## src/rtl/booth_r4_multiplier.sv

```systemverilog
// Sequential radix-4 Booth multiplier (NB x NB -> 2*NB) with start/ready/busy handshake.
// Optional ZERO_SKIP_EN: a zero operand finishes one cycle after accept with Product=0.
module booth_r4_multiplier #(
    parameter int NB = 8
) (
    input  logic            clk,
    input  logic            rst,
    input  logic            start,
    input  logic [NB-1:0]   A,
    input  logic [NB-1:0]   B,
    input  logic            signed_mode,
    output logic [2*NB-1:0] Product,
    output logic            ready,
    output logic            busy
);

    localparam int W    = (NB % 2 == 0) ? NB + 2 : NB + 1;
    localparam int ITER = W / 2;
    localparam int CW   = (ITER > 1) ? $clog2(ITER) : 1;

    typedef enum logic [1:0] {IDLE, RUN, DONE} state_t;

    state_t          state;
    logic [W-1:0]    a_ext;
    logic [W:0]      b_sh;
    logic [2*W-1:0]  acc;
    logic [CW-1:0]   k;
    logic [2*W-1:0]  a_wide;
    logic [2*W-1:0]  pp;
    logic [2*W-1:0]  addend;
    logic [2*W-1:0]  acc_next;
    logic            a_sign;
    logic            b_sign;

    assign a_sign = signed_mode & A[NB-1];
    assign b_sign = signed_mode & B[NB-1];

    // b_sh carries B with an appended zero (B[-1]); its low three bits are the current triplet.
    always_comb begin
        a_wide = {{W{a_ext[W-1]}}, a_ext};
        pp     = '0;
        case (b_sh[2:0])
            3'b001, 3'b010: pp = a_wide;
            3'b011:         pp = a_wide << 1;
            3'b100:         pp = -(a_wide << 1);
            3'b101, 3'b110: pp = -a_wide;
            default:        pp = '0;
        endcase
        addend   = pp << {k, 1'b0};
        acc_next = acc + addend;
    end

    always_ff @(posedge clk) begin
        if (rst) begin
            state   <= IDLE;
            Product <= '0;
            ready   <= 1'b0;
            busy    <= 1'b0;
            k       <= '0;
            acc     <= '0;
            a_ext   <= '0;
            b_sh    <= '0;
        end else begin
            case (state)
                IDLE, DONE: begin
                    if (start) begin
                        a_ext <= {{(W-NB){a_sign}}, A};
                        b_sh  <= {{(W-NB){b_sign}}, B, 1'b0};
                        acc   <= '0;
                        k     <= '0;
                        ready <= 1'b0;
                        busy  <= 1'b1;
                        state <= RUN;
                    end
                end
                RUN: begin
`ifdef ZERO_SKIP_EN
                    // Only the first RUN edge sees unshifted B, so the zero test is gated on k==0.
                    if (k == '0 && (a_ext == '0 || b_sh == '0)) begin
                        Product <= '0;
                        ready   <= 1'b1;
                        busy    <= 1'b0;
                        state   <= DONE;
                    end else
`endif
                    begin
                        acc  <= acc_next;
                        b_sh <= b_sh >> 2;
                        if (k == CW'(ITER - 1)) begin
                            Product <= acc_next[2*NB-1:0];
                            ready   <= 1'b1;
                            busy    <= 1'b0;
                            state   <= DONE;
                        end else begin
                            k <= k + 1'b1;
                        end
                    end
                end
                default: state <= IDLE;
            endcase
        end
    end

endmodule
```

## config.mk

```make
export PLATFORM = sky130hd
export DESIGN_NAME = booth_r4_multiplier
export DESIGN_NICKNAME = d
export VERILOG_FILES = /design/src/rtl/booth_r4_multiplier.sv
export SDC_FILE = /design/constraint.sdc
export NUM_CORES = 1
export LEC_CHECK = 0
export ABC_AREA = 1
export ABC_CLOCK_PERIOD_IN_PS = 2900
export CAP_MARGIN = 0
export CORE_MARGIN = 4
export CORE_UTILIZATION = 25
export DETAILED_ROUTE_END_ITERATION = 12
export GPL_TIMING_DRIVEN = 0
export PLACE_DENSITY = 0.4
export SYNTH_ARGS = -nofsm -noshare
export SYNTH_HDL_FRONTEND = slang
export SYNTH_SLANG_ARGS = --single-unit
```

## constraint.sdc

```tcl
create_clock -name clk -period 2.9 [get_ports clk]
set_clock_uncertainty 0.1 [all_clocks]
set_input_delay 0.435 -clock clk [delete_from_list [all_inputs] [get_ports clk]]
set_output_delay 0.435 -clock clk [all_outputs]
set_load 0.02 [all_outputs]
```

==> metrics <==
post-synthesis sequential area ratio=31.32%; GPL Wtd Cong=0.8526; htree depth=3; Worst-path clk slew=0.05 ns; Pwr per Cell Area=514.5 nW/um^2; fin. max-slew vios=0; r2r setup slk=-0.50 ns; number of global-route vias before repair=4022; Yosys top cell area share=31.32%; register bit total from synthesis=58; unrepaired setup endpoints after global routing=yes; fin area=5290 sq um; core footprint=14530 sq um; CP endpoint=Product[13]; first-pass GRT wire length=20.54 mm; Pre-Repair DR Iteration Count=4; DRT Wirelength=12.67 mm; layout net count=694; Slew HR=45.68%; CTS buffer count=9; Post-Syn Area=3707 sq um; Worst-Margin Slew=0.8148 ns; fin crit period=3.398 ns; initial DRC count=192; starting density of the core=25.51%; cell family with most CP delay=simple AND/OR/NAND/NOR gates; clk sink count=58; Finished Core Util=36.40%; syn_nets=611; grt peak-use layer=met2; latest clock arrival within the worst-skew pair=0.33 ns; Overflow after GRT=0; Vias/cell=4.815; diode count=0; leakage power=2.301 nW; setup violators final=20; Ports=38; # DRC=0; Worst R2R Path Depth=25; element type at the critical path end=register; yosys warns=0; initial antenna violation count=0; global routing usage on met3=2.702%; Placed Area=4318 sq um; Final WS setup=-0.4976 ns; synth cell count leaders=143 x nand2_1, 63 x nor2_1, 58 x dfxtp_1, 48 x nand3_1, 47 x a21oi_1; critical path class=register to register; met1 usage=20.85%; pre-CTS setup slack=-0.8442 ns; slowest stage delay, CP=0.36 ns; antenna-violating nets left=0; CTS Buffer Depth=2; HP Class=register to register; largest net degree at the start of global routing=11; Max Clk Rate=0.2943 GHz; Worst Path Arrival=3.52 ns; Netlist cell types=32; Critical Path RT=3.02 ns; R2R Path End=Product[13]; Max VDD drop=0.0002493 V; top cells by area, synth=dfxtp_1 31%, nand2_1 14%, nand3_1 6.5%, nor2_1 6.4%, a21oi_1 6.3%; hold_buf cts=0; hpwl dp=9.497 mm; max-cap viol count=0; post-route clock period utilization=117.2%; syn avg cell area=6.481 sq um; critical path startpoint category=register; reg2reg start=a_ext[1]; Area Growth Syn to Fin=42.69%; Root Buffer=clkbuf_16; WHS=0.3619 ns; Die Wd=129.8 um; FP Rows=44; crit path max fanout=4; Most used DFF post-synth=dfxtp_1; Critical path origin=a_ext[1]; GR Util met2=25.48%; Die Height=129.8 um; CP max stage cell=dfxtp_4; failing checks=negative setup slack; WP depth=25; PortBufs=36; WP buf/inv=4; all-layer global routing usage=15.54%; status=finished, violations left; full die area=16840 sq um; vias=4059; FFs w/ async S/R, synth=0%; layout cell share with drive strength beyond 1=27.01%; CTS tree=built; final-report hold violation count=0; drt wl/cell=15.03 um; top-count cell post-synth=nand2_1; Worst path most repeated cell=nand2_2; cells after synthesis=572; Post-synth EDFFs=0; area leader, netlist=dfxtp_1
area by class of cell:
type,instances,area (sq um)
Multi-Input combinational cell,441,2706
Clock inverter,3,17.52
Fill cell,1622,9244
Buffer,22,90.09
Tap cell,184,230.2
Clock buffer,12,236.5
Timing Repair Buffer,72,641.9
Inverter,51,196.4
Sequential cell,58,1171
sequential cells by signal (all words and copies together), names as in the netlist:
register / flops
Product: 16
acc: 16
b_sh: 10
a_ext: 9
k: 3
state: 2
busy: 1
ready: 1
timing repair:
item / in CTS / in global routing
setup buffers: 27 / 9
setup endpoints to repair: 24 / 30
resized for setup: 53 / 80
pin swaps: 38 / 35
cloned: 0 / 0
metal layers:
metal  part of all wire (%)  wire, um
met5                      0         0
met2                     48      6141
met4                    1.0       133
met3                    2.6       330
met1                     48      6062
report_power, final:
part	internal, W	total [W]	switching (W)
clock	0.000570	0.000932	0.000362
combinational	0.000367	0.000910	0.000543
sequential	0.000841	0.000880	0.0000396
total	0.00178	0.00272	0.000945
worst register-to-register path: stages, from the launching register on:
cell	delay, ns
dfxtp_4	0.36
inv_4	0.06
ha_4	0.15
inv_4	0.04
nor2_4	0.09
nand2_2	0.07
nand2_4	0.08
nor2_1	0.04
nor2_1	0.14
nand2_1	0.10
nand2_2	0.08
a21oi_2	0.06
a31oi_2	0.20
nor2_2	0.08
ha_1	0.35
nand2_1	0.10
or2_1	0.12
nand3_2	0.12
a21boi_4	0.22
o21ai_4	0.11
nand2_2	0.09
nand2_2	0.07
xor2_2	0.19
buf_4	0.14
o21ai_2	0.10
inv_1	0.04
cell usage in the layout, fill, tap and decap left out, types with 3 or more instances in the layout:
cell type and count:
a21oi_1 32, a21oi_2 16, a31oi_1 6, buf_4 33
buf_6 3, clkbuf_1 19, clkbuf_16 9, clkbuf_2 4
clkdlybuf4s50_1 36, dfxtp_1 52, dfxtp_2 5, ha_1 13
ha_4 4, inv_1 39, inv_2 10, nand2_1 125
nand2_2 21, nand2_4 3, nand3_1 42, nand3_2 13
nand4_1 4, nor2_1 52, nor2_2 10, nor2_4 8
nor3_1 9, o211ai_1 3, o21ai_0 20, o21ai_1 13
o21ai_2 9, o22ai_1 4, o22ai_2 4, or2_4 3
xor2_1 5, xor2_2 3
per-stage QoR:
stage                     TNS (ns)  total power [W]  std cells
final                       -6.189         0.002722        843
after global routing        -11.33         0.002894        843
after CTS                   -6.388         0.002629        834
after detailed placement    -11.16         0.001533        792
after global placement      -12.00         0.001540        792
after floorplan            -0.2865         0.001339        572
kinds of logic (layout without fill, tap and decap cells):
group | Yosys count | in the layout | synth area share (%)
AO/OA/AOI/OAI | 117 | 117 | 17.41
buffers and inverters | 73 | 160 | 7.459
AND/OR/NAND/NOR | 295 | 295 | 34.83
adder cells (fa/ha/maj) | 19 | 19 | 6.615
XOR/XNOR | 10 | 10 | 2.362
flip-flops | 58 | 58 | 31.32
worst min path at each step:
stage                    start         end  slack, ns  cells past startpoint
floorplan               acc[2]      acc[2]       0.35                      2
global placement    Product[2]  Product[2]       0.35                      2
detailed placement  Product[0]  Product[0]       0.36                      2
CTS                 Product[0]  Product[0]       0.37                      2
global route           acc[11]     acc[11]       0.39                      2
finish              Product[0]  Product[0]       0.36                      2
Note: power is estimated with default switching activity, not from simulation.
